===== config.mk =====
export PLATFORM = sky130hd
export DESIGN_NAME = lcd_bus_fifo
export DESIGN_NICKNAME = d
export VERILOG_FILES = /design/src/rtl/lcd_bus_fifo.sv
export SDC_FILE = /design/constraint.sdc
export NUM_CORES = 1
export LEC_CHECK = 0
export ABC_AREA = 1
export BUFFER_PORTS_ARGS = -buffer_cell sky130_fd_sc_hd__buf_2
export CORE_MARGIN = 5
export CORE_UTILIZATION = 45
export CTS_BUF_LIST = sky130_fd_sc_hd__clkbuf_4 sky130_fd_sc_hd__clkbuf_8 sky130_fd_sc_hd__clkbuf_16
export CTS_CLUSTER_DIAMETER = 120
export CTS_CLUSTER_SIZE = 16
export DETAILED_ROUTE_END_ITERATION = 10
export PLACE_DENSITY = 0.75
export RECOVER_POWER = 100
export SYNTH_ARGS = -nofsm -noshare
export SYNTH_HDL_FRONTEND = slang
export SYNTH_SLANG_ARGS = --single-unit

===== constraint.sdc =====
create_clock -name clk -period 3.5 [get_ports clk]
set_input_delay 0.525 -clock clk [delete_from_list [all_inputs] [get_ports clk]]
set_output_delay 0.525 -clock clk [all_outputs]
set_load 0.1 [all_outputs]

===== src/rtl/lcd_bus_fifo.sv =====
// lcd_bus_fifo: queued parallel-LCD (ILI9341-class) write controller on the
// picosoc iomem bus. CPU writes land in a FIFO and a strobe engine drains
// them onto the LCD pins with programmable setup/hold timing.
// Optional solid-colour fill engine: compile with `define LCD_FILL_EN.
module lcd_bus_fifo #(
    parameter int DATA_W      = 8,
    parameter int FIFO_DEPTH  = 16,
    parameter int WR_LOW_CYC  = 1,
    parameter int WR_HIGH_CYC = 1
) (
    input  logic              clk,
    input  logic              reset,
    input  logic              iomem_valid,
    output logic              iomem_ready,
    input  logic [3:0]        iomem_wstrb,
    input  logic [31:0]       iomem_addr,
    input  logic [31:0]       iomem_wdata,
    output logic [31:0]       iomem_rdata,
    output logic              nreset,
    output logic              cmd_data,
    output logic              write_edge,
    output logic [DATA_W-1:0] dout
);

    localparam int AW      = $clog2(FIFO_DEPTH);
    localparam int LW      = AW + 1;
    localparam int CNT_MAX = (WR_LOW_CYC > WR_HIGH_CYC) ? WR_LOW_CYC : WR_HIGH_CYC;
    localparam int CW      = (CNT_MAX > 1) ? $clog2(CNT_MAX) : 1;

    localparam logic [7:0] A_DATA       = 8'h00;
    localparam logic [7:0] A_STATUS     = 8'h04;
    localparam logic [7:0] A_DC         = 8'h08;
    localparam logic [7:0] A_NRESET     = 8'h0C;
    localparam logic [7:0] A_FILL_COLOR = 8'h10;
    localparam logic [7:0] A_FILL_COUNT = 8'h14;

    typedef enum logic [1:0] {
        S_IDLE,
        S_SETUP,
        S_HOLD
    } state_t;

    // ------------------------------------------------------------------
    // Reset: asserts asynchronously, releases two clocks after the pin drops
    // ------------------------------------------------------------------
    logic [1:0] rst_sync_q;
    logic       rst;

    // Reset synchroniser: async set, shifted-out release.
    always_ff @(posedge clk or posedge reset) begin
        if (reset) begin
            rst_sync_q <= 2'b11;
        end else begin
            rst_sync_q <= {rst_sync_q[0], 1'b0};
        end
    end

    assign rst = rst_sync_q[1];

    // ------------------------------------------------------------------
    // Declarations
    // ------------------------------------------------------------------
    logic              ready_q;
    logic [31:0]       rdata_q;
    logic              dc_reg_q;
    logic              nreset_q;

    logic [DATA_W:0]   mem_q [FIFO_DEPTH];
    logic [AW-1:0]     wr_ptr_q;
    logic [AW-1:0]     rd_ptr_q;
    logic [LW-1:0]     level_q;
    logic              fifo_empty;
    logic              fifo_full;
    logic              push;
    logic              pop;
    logic [DATA_W:0]   pop_word;

    state_t            state_q;
    state_t            state_d;
    logic [CW-1:0]     cnt_q;
    logic [CW-1:0]     cnt_d;
    logic              we_q;
    logic              we_d;
    logic [DATA_W-1:0] dout_q;
    logic [DATA_W-1:0] dout_d;
    logic              cd_q;
    logic              cd_d;
    logic              start;
    logic              setup_done;
    logic              hold_done;

    logic              fill_hold;
    logic              fill_go;
    logic [DATA_W-1:0] fill_word;
    logic              fill_busy;

    logic [7:0]        reg_addr;
    logic              is_wr;
    logic              bus_req;
    logic              sel_data;
    logic              sel_dc;
    logic              sel_nreset;
    logic              stall;
    logic              done;
    logic [31:0]       status;
    logic              unused_bits;

    assign unused_bits = ^{iomem_addr[31:8], iomem_wdata};

    // ------------------------------------------------------------------
    // Bus decode
    // ------------------------------------------------------------------
    assign reg_addr   = iomem_addr[7:0];
    assign is_wr      = |iomem_wstrb;
    assign bus_req    = iomem_valid && !ready_q;
    assign sel_data   = bus_req && is_wr && (reg_addr == A_DATA);
    assign sel_dc     = bus_req && is_wr && (reg_addr == A_DC);
    assign sel_nreset = bus_req && is_wr && (reg_addr == A_NRESET);

    assign fifo_empty = (level_q == '0);
    assign fifo_full  = (level_q == LW'(FIFO_DEPTH));
    assign pop_word   = mem_q[rd_ptr_q];

`ifdef LCD_FILL_EN
    logic              sel_fill_color;
    logic              sel_fill_count;
    logic [15:0]       fill_color_q;
    logic [16:0]       fill_count_q;
    logic              fill_busy_q;
    logic              fill_byte_q;
    logic [LW-1:0]     fill_ahead_q;
    logic              fill_last;

    assign sel_fill_color = bus_req && is_wr && (reg_addr == A_FILL_COLOR);
    assign sel_fill_count = bus_req && is_wr && (reg_addr == A_FILL_COUNT);

    // Entries queued before the FILL_COUNT write still drain first; once
    // they are gone the engine stops popping and emits fill pixels instead.
    assign fill_hold = fill_busy_q && (fill_ahead_q == '0);
    assign fill_go   = (state_q == S_IDLE) && fill_hold;
    assign fill_last = (DATA_W == 16) || fill_byte_q;
    assign fill_word = DATA_W'(fill_last ? fill_color_q : (fill_color_q >> 8));
    assign fill_busy = fill_busy_q;

    // Fill bookkeeping: colour, remaining pixels, byte phase, entries ahead.
    always_ff @(posedge clk or posedge rst) begin
        if (rst) begin
            fill_color_q <= '0;
            fill_count_q <= '0;
            fill_busy_q  <= 1'b0;
            fill_byte_q  <= 1'b0;
            fill_ahead_q <= '0;
        end else begin
            if (sel_fill_color && done) begin
                fill_color_q <= iomem_wdata[15:0];
            end
            if (sel_fill_count && done && (iomem_wdata[16:0] != '0)) begin
                fill_count_q <= iomem_wdata[16:0];
                fill_busy_q  <= 1'b1;
                fill_byte_q  <= 1'b0;
                fill_ahead_q <= level_q - LW'(pop);
            end else if (fill_busy_q) begin
                if (pop && (fill_ahead_q != '0)) begin
                    fill_ahead_q <= fill_ahead_q - 1'b1;
                end
                if (fill_go) begin
                    if (fill_last) begin
                        fill_byte_q  <= 1'b0;
                        fill_count_q <= fill_count_q - 1'b1;
                        if (fill_count_q == 17'd1) begin
                            fill_busy_q <= 1'b0;
                        end
                    end else begin
                        fill_byte_q <= 1'b1;
                    end
                end
            end
        end
    end
`else
    assign fill_hold = 1'b0;
    assign fill_go   = 1'b0;
    assign fill_word = '0;
    assign fill_busy = 1'b0;
`endif

    // Decide whether the pending bus request can complete this cycle.
    always_comb begin
        // NOTE: every signal written here gets a default first, so no path
        // leaves it unassigned and no latch is inferred.
        stall = 1'b0;
        if (sel_data && fifo_full && !pop) begin
            stall = 1'b1;
        end
`ifdef LCD_FILL_EN
        if (sel_fill_count && fill_busy_q) begin
            stall = 1'b1;
        end
`endif
    end

    assign done = bus_req && !stall;
    assign push = sel_data && !stall;

    // STATUS word as seen at the cycle the read is accepted.
    always_comb begin
        status       = '0;
        status[0]    = !fifo_empty || (state_q != S_IDLE) || fill_busy;
        status[1]    = fifo_full;
        status[2]    = fill_busy;
        status[15:8] = 8'(level_q);
    end

    // Bus-side registers: ready pulse, read data, DC and NRESET controls.
    always_ff @(posedge clk or posedge rst) begin
        if (rst) begin
            ready_q  <= 1'b0;
            rdata_q  <= '0;
            dc_reg_q <= 1'b0;
            nreset_q <= 1'b1;
        end else begin
            // NOTE: sequential state uses non-blocking assignments so every
            // flop samples pre-edge values regardless of statement order.
            ready_q <= done;
            rdata_q <= (done && !is_wr && (reg_addr == A_STATUS)) ? status : 32'h0;
            if (sel_dc) begin
                dc_reg_q <= iomem_wdata[0];
            end
            if (sel_nreset) begin
                nreset_q <= iomem_wdata[0];
            end
        end
    end

    // ------------------------------------------------------------------
    // FIFO
    // ------------------------------------------------------------------
    // Pointers and level; a same-cycle push and pop leaves the level alone.
    always_ff @(posedge clk or posedge rst) begin
        if (rst) begin
            wr_ptr_q <= '0;
            rd_ptr_q <= '0;
            level_q  <= '0;
        end else begin
            if (push) begin
                wr_ptr_q <= wr_ptr_q + 1'b1;
            end
            if (pop) begin
                rd_ptr_q <= rd_ptr_q + 1'b1;
            end
            if (push && !pop) begin
                level_q <= level_q + 1'b1;
            end else if (pop && !push) begin
                level_q <= level_q - 1'b1;
            end
        end
    end

    // Storage write; each entry carries the DC value current at push time.
    always_ff @(posedge clk) begin
        // NOTE: the storage array has no reset; the level counter and
        // pointers define which entries are valid.
        if (push) begin
            mem_q[wr_ptr_q] <= {dc_reg_q, iomem_wdata[DATA_W-1:0]};
        end
    end

    // ------------------------------------------------------------------
    // Strobe engine
    // ------------------------------------------------------------------
    assign pop        = (state_q == S_IDLE) && !fifo_empty && !fill_hold;
    assign start      = pop || fill_go;
    assign setup_done = (cnt_q == CW'(WR_LOW_CYC - 1));
    assign hold_done  = (cnt_q == CW'(WR_HIGH_CYC - 1));

    // Engine state register and registered pin drivers.
    always_ff @(posedge clk or posedge rst) begin
        if (rst) begin
            state_q <= S_IDLE;
            cnt_q   <= '0;
            we_q    <= 1'b0;
            dout_q  <= '0;
            cd_q    <= 1'b0;
        end else begin
            state_q <= state_d;
            cnt_q   <= cnt_d;
            we_q    <= we_d;
            dout_q  <= dout_d;
            cd_q    <= cd_d;
        end
    end

    // Next-state: IDLE -> SETUP (WR_LOW_CYC) -> HOLD (WR_HIGH_CYC) -> IDLE.
    always_comb begin
        state_d = state_q;
        case (state_q)
            S_IDLE:  if (start)      state_d = S_SETUP;
            S_SETUP: if (setup_done) state_d = S_HOLD;
            S_HOLD:  if (hold_done)  state_d = S_IDLE;
            default: state_d = S_IDLE;
        endcase
    end

    // Outputs: phase counter, write_edge, and the bus word latched on start.
    always_comb begin
        cnt_d  = cnt_q + 1'b1;
        we_d   = we_q;
        dout_d = dout_q;
        cd_d   = cd_q;
        case (state_q)
            S_IDLE: begin
                cnt_d = '0;
                if (start) begin
                    we_d   = 1'b0;
                    dout_d = fill_go ? fill_word : pop_word[DATA_W-1:0];
                    cd_d   = fill_go ? 1'b1 : pop_word[DATA_W];
                end
            end
            S_SETUP: begin
                if (setup_done) begin
                    cnt_d = '0;
                    we_d  = 1'b1;
                end
            end
            S_HOLD: begin
                if (hold_done) begin
                    cnt_d = '0;
                    we_d  = 1'b0;
                end
            end
            default: begin
                cnt_d = '0;
                we_d  = 1'b0;
            end
        endcase
    end

    assign iomem_ready = ready_q;
    assign iomem_rdata = rdata_q;
    assign nreset      = nreset_q;
    assign cmd_data    = cd_q;
    assign write_edge  = we_q;
    assign dout        = dout_q;

endmodule


# [Word level (Yosys, flattened, before mapping)]
# Memory sizes are Yosys's and may differ from the RTL's. A register that Yosys moved wholly into a read port is not among the register bits.
# Cells that the tools add are included.
[totals] regBits=35 latchBits=0 ram_bits=144 mem_bits_ro=0 in_bits=71 output_inout_bits=44 mem_count=1
[mem_list] name="mem_q" words=16 width=9 rd=1 rd_ports_with_merged_regs=1 wr=1 line_no="68" text="logic [DATA_W:0] mem_q [FIFO_DEPTH];"
[op_classes] n_addsub=5 multipliers=0 div=0 magnitude_cmp=0 n_eq_ne=9 n_shift=0 n_mux=16 n_bitwise=0 reduce_logical=30
[ops] operator="8-bit by 4-bit equality test with 1-bit output, second input constant" n=2
[ops] operator="1-bit logical AND" n=14
[ops] operator="13-bit two-way mux" n=1
[ops] operator="5-bit two-way mux" n=2
[ops] operator="4-bit by 1-bit adder with 4-bit output, second input constant" n=2
[ops] operator="8-bit by 3-bit equality test with 1-bit output, second input constant" n=1
[ops] operator="8-bit zero test" n=1
[ops] operator="1-bit two-way mux" n=8
[ops] operator="1-bit zero test" n=6
[ops] operator="2-bit two-way mux" n=3
[ops] operator="2-bit != test, second input constant" n=3
[ops] operator="2-bit one-hot mux with 3 select lines" n=1
[ops] operator="5-bit by 1-bit adder with 5-bit output, second input constant" n=1
[ops] operator="5-bit equality test, second input constant" n=1
[ops] operator="5-bit zero test" n=1
[ops] operator="5-bit by 1-bit subtractor with 5-bit output, second input constant" n=1
[ops] operator="2-bit nonzero test" n=2
[ops] operator="4-bit OR reduction" n=1
[ops] operator="1-bit one-hot mux with 3 select lines" n=1
[ops] operator="3-bit AND reduction" n=1
[ops] operator="2-bit by 1-bit equality test with 1-bit output, second input constant" n=1
[ops] operator="2-bit equality test, second input constant" n=1
[ops] operator="2-bit zero test" n=1
[ops] operator="2-bit AND reduction" n=1
[ops] operator="3 further kinds" n=3

# [Logic depth before layout (Yosys ltp)]
# Gate-level depths: netlist of run 1.
[depth] word_depth=13 ltp_mapped=15 ltp_nobuf=15

# [Least setup slack after synthesis of run 1]
# OpenSTA, ideal clock, no wires.
[synth_path] path_kind="register to register" from="reg state_q[1]" to="reg level_q[4]" setup_time_ns=0.121 arrival_ns=2.631 required_ns=3.379 setup_slack_ns=0.748 stages_incl_launch_ff=15 cell_sequence="dfrtp_1 -> inv_1 -> nand2_1 -> nand2_1 -> nor2_4 -> nor2_8 -> ha_1 -> inv_1 -> ha_1 -> a21oi_1 -> nand2_1 -> a21oi_1 -> o21ai_0 -> nand2_1 -> nand2_1"
[synth_via] elab_chain_len=10
[synth_lines] item="start, declared" line_no="78" text="state_t state_q;"
[synth_lines] item="start signal, assigned" line_no="285" text="state_q <= state_d;"
[synth_lines] item="2-bit zero test *" line_no="271" text="assign pop = (state_q == S_IDLE) && !fifo_empty && !fill_hold;"
[synth_lines] item="1-bit logical AND *" line_no="271"
[synth_lines] item="1-bit zero test *" line_no="192" text="if (sel_data && fifo_full && !pop) begin"
[synth_lines] item="1-bit logical AND *" line_no="192"
[synth_lines] item="1-bit two-way mux *" line_no="192"
[synth_lines] item="1-bit zero test *" line_no="203" text="assign push = sel_data && !stall;"
[synth_lines] item="1-bit logical AND *" line_no="203"
[synth_lines] item="net push" line_no="74" text="logic push;"
[synth_lines] item="1-bit zero test" line_no="253" text="end else if (pop && !push) begin"
[synth_lines] item="1-bit logical AND" line_no="253"
[synth_lines] item="2-bit nonzero test (no line)"
[synth_lines] item="end signal, assigned" line_no="252" text="level_q <= level_q + 1'b1;"
[synth_lines] item="end signal, assigned" line_no="254" text="level_q <= level_q - 1'b1;"
[synth_lines] item="end, declared" line_no="71" text="logic [LW-1:0] level_q;"
# The timed path passes the listed nets; every way through them passes the cells marked *.
# A chain may end at the register's enable or synchronous reset.

# [Worst setup path in the final report of run 1]
[layout_path] from="reg level_q[0]" to="reg level_q[4]"
[layout_via] elab_chain_len=11
[layout_lines] item="5-bit zero test" line_no="120" text="assign fifo_empty = (level_q == '0);"
[layout_lines] item="1-bit zero test" line_no="271"
[layout_lines] item="1-bit logical AND" line_no="271"
[layout_lines] item="1-bit zero test" line_no="192"
[layout_lines] item="1-bit logical AND *" line_no="192"
[layout_lines] item="1-bit two-way mux *" line_no="192"
[layout_lines] item="1-bit zero test *" line_no="203"
[layout_lines] item="1-bit logical AND *" line_no="203"
[layout_lines] item="net push" line_no="74"
[layout_lines] item="1-bit zero test" line_no="253"
[layout_lines] item="1-bit logical AND" line_no="253"
[layout_lines] item="2-bit nonzero test (no line)"
# The timed path passes the listed nets; every way through them passes the cells marked *. The select of a mux whose other input is x is not followed.

==> metrics.txt, run 1 <==
status=finished with violations; failing checks=capacitance limit, slew limit; Slew @ Worst Pin=1.60 ns; hold crit path type=in2async; postcts setup bufs=0; Multi-input gate area=2130 um2; PwrDens=773 nW/um2; clk slew on worst S/H paths=0.06 ns; Slowest-stage cell, CP=dfrtp_1; Critical Path End Type=flop; CTS tree=done; gp weighted congestion=0.792; Netlist cell types=28; crit path DAT=3.06 ns; Final TNS setup=0 ns; initial antenna violation count=0; Max-slew headroom=-0.0643; Final min period=2.75 ns; vias in the first global route=5406; die extent in x=145 um; post-synth top area share=0.528; Crit Path Max Fanout=9; core area=18000 um2; hold_buf cts=0; I/O pins=115; #FFs+latches synth=180; Pleak=4.00 nW; fraction of layout cells with a size suffix above 1=0.0734; asr flop ratio synth=0.200; final WL=17200 um; die height=145 um; wire length of the first global-routing pass=27800 um; Clk Tree Root Cell=clkbuf_16; Synth Instances=821; 1st-iter DRT viols=530; TritonCTS Buffers=17; Overflow after GRT=0; Required @ worst endpoint=3.81 ns; CTS resizes=0; Post-synth top cells=nand2_1 (245), edfxtp_1 (144), inv_1 (135); CTS sink count=180; max_cap viols=1; startpoint types=flop; mean post-synth cell area=9.98 um2; Fmax=0.364 GHz; Fin. Hold Viols=0; total number of vias=5449; Yosys top cell by area=edfxtp_1; fin. max-slew vios=75; clk_lat worst skew=0.42 ns; most frequent cell on the critical path=nand2_1; Overall Power=0.00697 W; global-route usage over all layers=0.166; die area=21000 um2; Final Cycle Share=0.784; Initial Util=0.456; post-synthesis sequential area ratio=0.638; P&R area growth vs syn=10.1%; Netlist Area Pre-Place=8190 um2; First-pass DRT Iterations=5; vias per cell=4.89; Buf/Inv on CP=1; Fill cells=1594; Post-synth EDFFs=144; crit-path leading delay family=simple AND/OR/NAND/NOR gates; CTS max path bufs=2; H-tree depth=4; peak supply drop=436 uV; count leader, synth=nand2_1; Antenna Cells=0; Most used DFF post-synth=edfxtp_1; cell row count=49; yosys warns=0; Register Area=5230 um2; Nets=953; post-DP HPWL=10600 um; largest net degree at the start of global routing=75; IO buf count=41; Crit Path Class=reg2reg; number of routed nets with antenna violations=0; RSZ-0062 raised after global routing=false; Final Skew=0.00619 ns; Routed WL per cell=15.4 um; DRC errors left=0; critical path cell sequence=nor2_1 > nand3_1 > nor2_1 > nor2_8 > ha_1 > inv_1 > ha_1 > a21oi_1 > nand2_1 > a21oi_1 > o21ai_0 > nand2_1 > nand2_1; Worst path max stage delay=0.46 ns; top cells by area, synth=edfxtp_1 (53%), nand2_1 (11%), dfrtp_1 (10%); # setup viols final=0
==> final timing paths <==
path	startpoint	slack (ns)	cells past startpoint	to
setup reg to reg	level_q[0]	0.75	13	level_q[4]
max in group asynchronous	rst_sync_q[1]	1.65	2	rd_ptr_q[0]
min in group clk	rst_sync_q[0]	0.36	0	rst_sync_q[1]
hold / removal	reset	0.11	2	rst_sync_q[1]
setup / recovery	level_q[0]	0.75	13	level_q[4]
hold reg to reg	rst_sync_q[1]	0.21	1	iomem_ready
==> per-layer routing <==
layer	GRT usage	vias to the layer above	wire length, um
li1	-	2663	-
met1	0.203	2558	7040
met2	0.287	192	8630
met3	0.0334	36	976
met4	0.0683	0	509
met5	0	-	0
==> flip-flops by register name (all words and copies together) (netlist names), 2 cells and up <==
| signal | cells |
|---|---|
| iomem_rdata | 7 |
| level_q | 5 |
| rd_ptr_q | 4 |
| state_q | 2 |
| wr_ptr_q | 4 |
| mem_q | 144 |
| dout | 8 |
| rst_sync_q | 2 |
==> final cells by class <==
class / instances / share of cell area
Clock buffer: 18 / 0.0480
Clock inverter: 14 / 0.0169
Inverter: 139 / 0.0578
Multi-Input combinational cell: 473 / 0.236
Sequential cell: 180 / 0.580
Tap cell: 229 / 0.0318
Timing Repair Buffer: 61 / 0.0300
==> metrics by stage <==
step	std cells	area [um2]	util	hold WS, ns	setup WS [ns]
2_1_floorplan	846	8290	-	0.345	0.748
4_1_cts	1114	9160	0.510	0.105	0.994
5_1_grt	1114	9020	0.502	0.114	0.444
3_5_place_dp	1082	8580	0.477	0.218	0.765
6_report	1114	9020	0.502	0.111	0.755
3_3_place_gp	1082	8580	0.477	0.212	0.843
==> power by group <==
group          internal [W]  switching [W]
Sequential          0.00244       0.000103
Clock               0.00107       0.000803
Combinational      0.000616        0.00194
==> kinds of logic after synthesis <==
kind of cell,share of synthesized area
simple gates,0.220
compound gates,0.0121
fa+ha+maj,0.0162
buf+inv,0.107
other cells,0.000458
flops,0.638
xor+xnor,0.00641
==> layout by cell type, fill, tap and decap left out <==
| master | synthesis | final |
|---|---|---|
| a21oi_1 | 6 | 6 |
| a31oi_1 | 1 | 1 |
| buf_2 | 16 | 14 |
| buf_4 | 35 | 6 |
| bufinv_16 | 0 | 2 |
| clkbuf_1 | 3 | 40 |
| clkbuf_16 | 0 | 17 |
| clkbuf_2 | 0 | 1 |
| clkbuf_4 | 0 | 1 |
| clkinv_1 | 1 | 1 |
| clkinv_2 | 0 | 3 |
| clkinv_4 | 0 | 4 |
| clkinvlp_4 | 0 | 1 |
| conb_1 | 1 | 26 |
| dfrtp_1 | 33 | 32 |
| dfrtp_2 | 0 | 1 |
| dfstp_2 | 3 | 3 |
| edfxtp_1 | 144 | 144 |
| fa_1 | 1 | 1 |
| ha_1 | 9 | 9 |
| inv_1 | 135 | 136 |
| inv_2 | 3 | 2 |
| inv_6 | 0 | 4 |
| nand2_1 | 245 | 251 |
| nand2_2 | 3 | 1 |
| nand3_1 | 114 | 115 |
| nand3_2 | 2 | 1 |
| nand4_1 | 5 | 5 |
| nor2_1 | 31 | 35 |
| nor2_2 | 4 | 1 |
| nor2_4 | 3 | 2 |
| nor2_8 | 1 | 1 |
| o211ai_1 | 1 | 1 |
| o21ai_0 | 11 | 11 |
| xnor2_1 | 1 | 1 |
| xor2_1 | 5 | 5 |
(Power assumes the default switching activity.)
==> run 2: changes to the inputs <==
--- a/config.mk
+++ b/config.mk
@@ -13,7 +13,7 @@
 export CTS_CLUSTER_DIAMETER = 120
 export CTS_CLUSTER_SIZE = 16
 export DETAILED_ROUTE_END_ITERATION = 10
-export PLACE_DENSITY = 0.75
+export PLACE_DENSITY = 0.78
 export RECOVER_POWER = 100
 export SYNTH_ARGS = -nofsm -noshare
 export SYNTH_HDL_FRONTEND = slang
==> constraint.sdc (replaced) <==
create_clock -name clk -period 2.5 [get_ports clk]
set_input_delay 0.375 -clock clk [delete_from_list [all_inputs] [get_ports clk]]
set_output_delay 0.375 -clock clk [all_outputs]
set_load 0.1 [all_outputs]
==> metrics.txt, run 2 (synthesis gave the netlist of run 1 again) <==
status=finished clean; Antenna Cells=0 (unchanged); die area=21000 um2 (unchanged); peak supply drop=783 uV (+79%); cell row count=49 (unchanged); GR met3 Demand/Resource=0.0331 (-0.000312); fraction of layout cells with a size suffix above 1=0.115 (+0.0413); Critical Path End Type=flop; vias per cell=4.92 (+0.53%); worst reg2reg startpoint=iomem_ready; Max-slew headroom=0.205 (+0.269); number of routed nets with antenna violations=0 (unchanged); min-delay src=iomem_addr[3]; final WL=17400 um (+1.6%); crit path DAT=2.46 ns (-0.60 ns); vias in the first global route=5335 (-1.3%); largest net degree at the start of global routing=75 (unchanged); Fin. Hold Viols=0 (unchanged); Final Cycle Share=0.944 (+0.160); H-tree depth=4 (unchanged); CTS max path bufs=2 (unchanged); Clk Tree Root Cell=clkbuf_16; GR peak layer=met2; Pleak=4.18 nW (+4.5%); RSZ-0062 raised after global routing=false; post-DP HPWL=10600 um (-0.20%); fin. max-slew vios=0 (-100%); P&R area growth vs syn=12.7%; I/O pins=115 (unchanged); Fmax=0.424 GHz (+16%); First-pass DRT Iterations=5 (unchanged); CTS sink count=180 (unchanged); Crit Path Max Fanout=9 (unchanged); Final TNS setup=0 ns (unchanged); hold path cells=3; Fill cells=1518 (-4.8%); wire length of the first global-routing pass=27500 um (-1.1%); Required @ worst endpoint=2.60 ns (-1.21 ns); GR Util met1=0.211 (+0.00786); commonest non-fill, non-tap cell in the layout=nand2_1; 1st-iter DRT viols=653 (+23%); worst hold slack=0.321 ns (+0.210 ns); R2R depth=9 (-4); register name with the most flops=mem_q; Crit Path Class=reg2reg; CTS tree=done; start point of the critical path=iomem_ready; Nets=966 (+1.4%); die height=145 um (unchanged); clk slew on worst S/H paths=0.06 ns (about the same); Initial Util=0.456 (unchanged); Final min period=2.36 ns (-0.385 ns); Overflow after GRT=0 (unchanged); core area=18000 um2 (unchanged); hold crit path type=in2reg; DRC errors left=0 (unchanged); Slew @ Worst Pin=1.20 ns (-0.398 ns); Routed WL per cell=15.5 um (+0.40%); max FFs per register=144 (unchanged); PwrDens=1060 nW/um2 (+38%); Final Skew=0.00736 ns (+0.00116 ns); total number of vias=5542 (+1.7%); final core occ=0.514 (+0.0118); startpoint types=flop; die extent in x=145 um (unchanged); TritonCTS Buffers=17 (unchanged); Overall Power=0.00983 W (+41%); # setup viols final=0 (unchanged); global-route usage over all layers=0.167 (+0.000736); gp weighted congestion=0.789 (-0.38%); initial antenna violation count=0 (unchanged); max_cap viols=0 (-1); clk_lat worst skew=0.43 ns (about the same); met2 Use GR=0.281 (-0.00554); most frequent cells in the layout=nand2_1 (244), edfxtp_1 (144), inv_1 (136); IO buf count=41 (unchanged)
## run 2: cell types whose count changed in the layout (fill, tap and decap cells not counted), moves of 3 or more
cell      before  now
nand2_1      251  244
inv_6          4    1
nand2_4        0    5
clkbuf_2       1    8
buf_4          6    9
buf_2         14   21
nor2_4         2    5
clkbuf_8       0    3
clkbuf_1      40   31
nor2_1        35   31
clkbuf_4       1    8
## run 2: worst max-delay path, stage by stage (launching register included)
cell	delay, ns
dfrtp_4	0.48
nor2_4	0.11
nand2_2	0.09
nor2_4	0.14
nand2_4	0.09
nor2_8	0.12
clkbuf_1	0.46
nand2_4	0.11
nor2_1	0.11
clkbuf_2	0.31
## run 2: final timing paths
kind | to | slack, ns
worst max-delay path | mem_q[8][7] | 0.14
worst min-delay path | dc_reg_q | 0.32
worst max register to register | mem_q[8][7] | 0.14
worst min register to register | rst_sync_q[1] | 0.36
max in group asynchronous | iomem_ready | 1.11
min in group asynchronous | iomem_rdata[1] | 0.39
## run 2: area by class of cell
class                      instances  area [um2]  share of cell area
timing repair buffer              74         382              0.0413
sequential                       180        5240               0.567
multi-input combinational        473        2220               0.240
tap                              229         287              0.0310
inverter                         139         524              0.0568
clock inverter                     5        36.3             0.00393
clock buffer                      27         554              0.0600
## run 2: per-layer routing
layer	routed length, um	vias up
li1	-	2694
met1	7110	2619
met2	8690	192
met3	1200	37
met4	432	0
met5	0	-
## run 2: power breakdown
group	total [W]	switching (W)	leakage [nW]	internal, W
Clock	0.00261	0.00108	0.299	0.00153
Combinational	0.00365	0.00275	2.14	0.000903
Sequential	0.00358	0.000151	1.74	0.00342
## run 2: per-stage QoR
step	worst slack (ns)	cell area, um2	std cells
5_1_grt	0.0108	9230	1127
3_3_place_gp	0.143	8680	1092
2_1_floorplan	0.0167	8300	846
3_5_place_dp	0.0458	8680	1092
4_1_cts	0.0223	9280	1125
6_report	0.140	9230	1127
## run 2: what timing repair did
action / in CTS / in global routing
endpoints found under the setup margin: 0 / 1
endpoints found under the hold margin: 2 / 0
gates resized for setup: 0 / 10
setup buffers: 0 / 2
hold buffers: 1 / 0
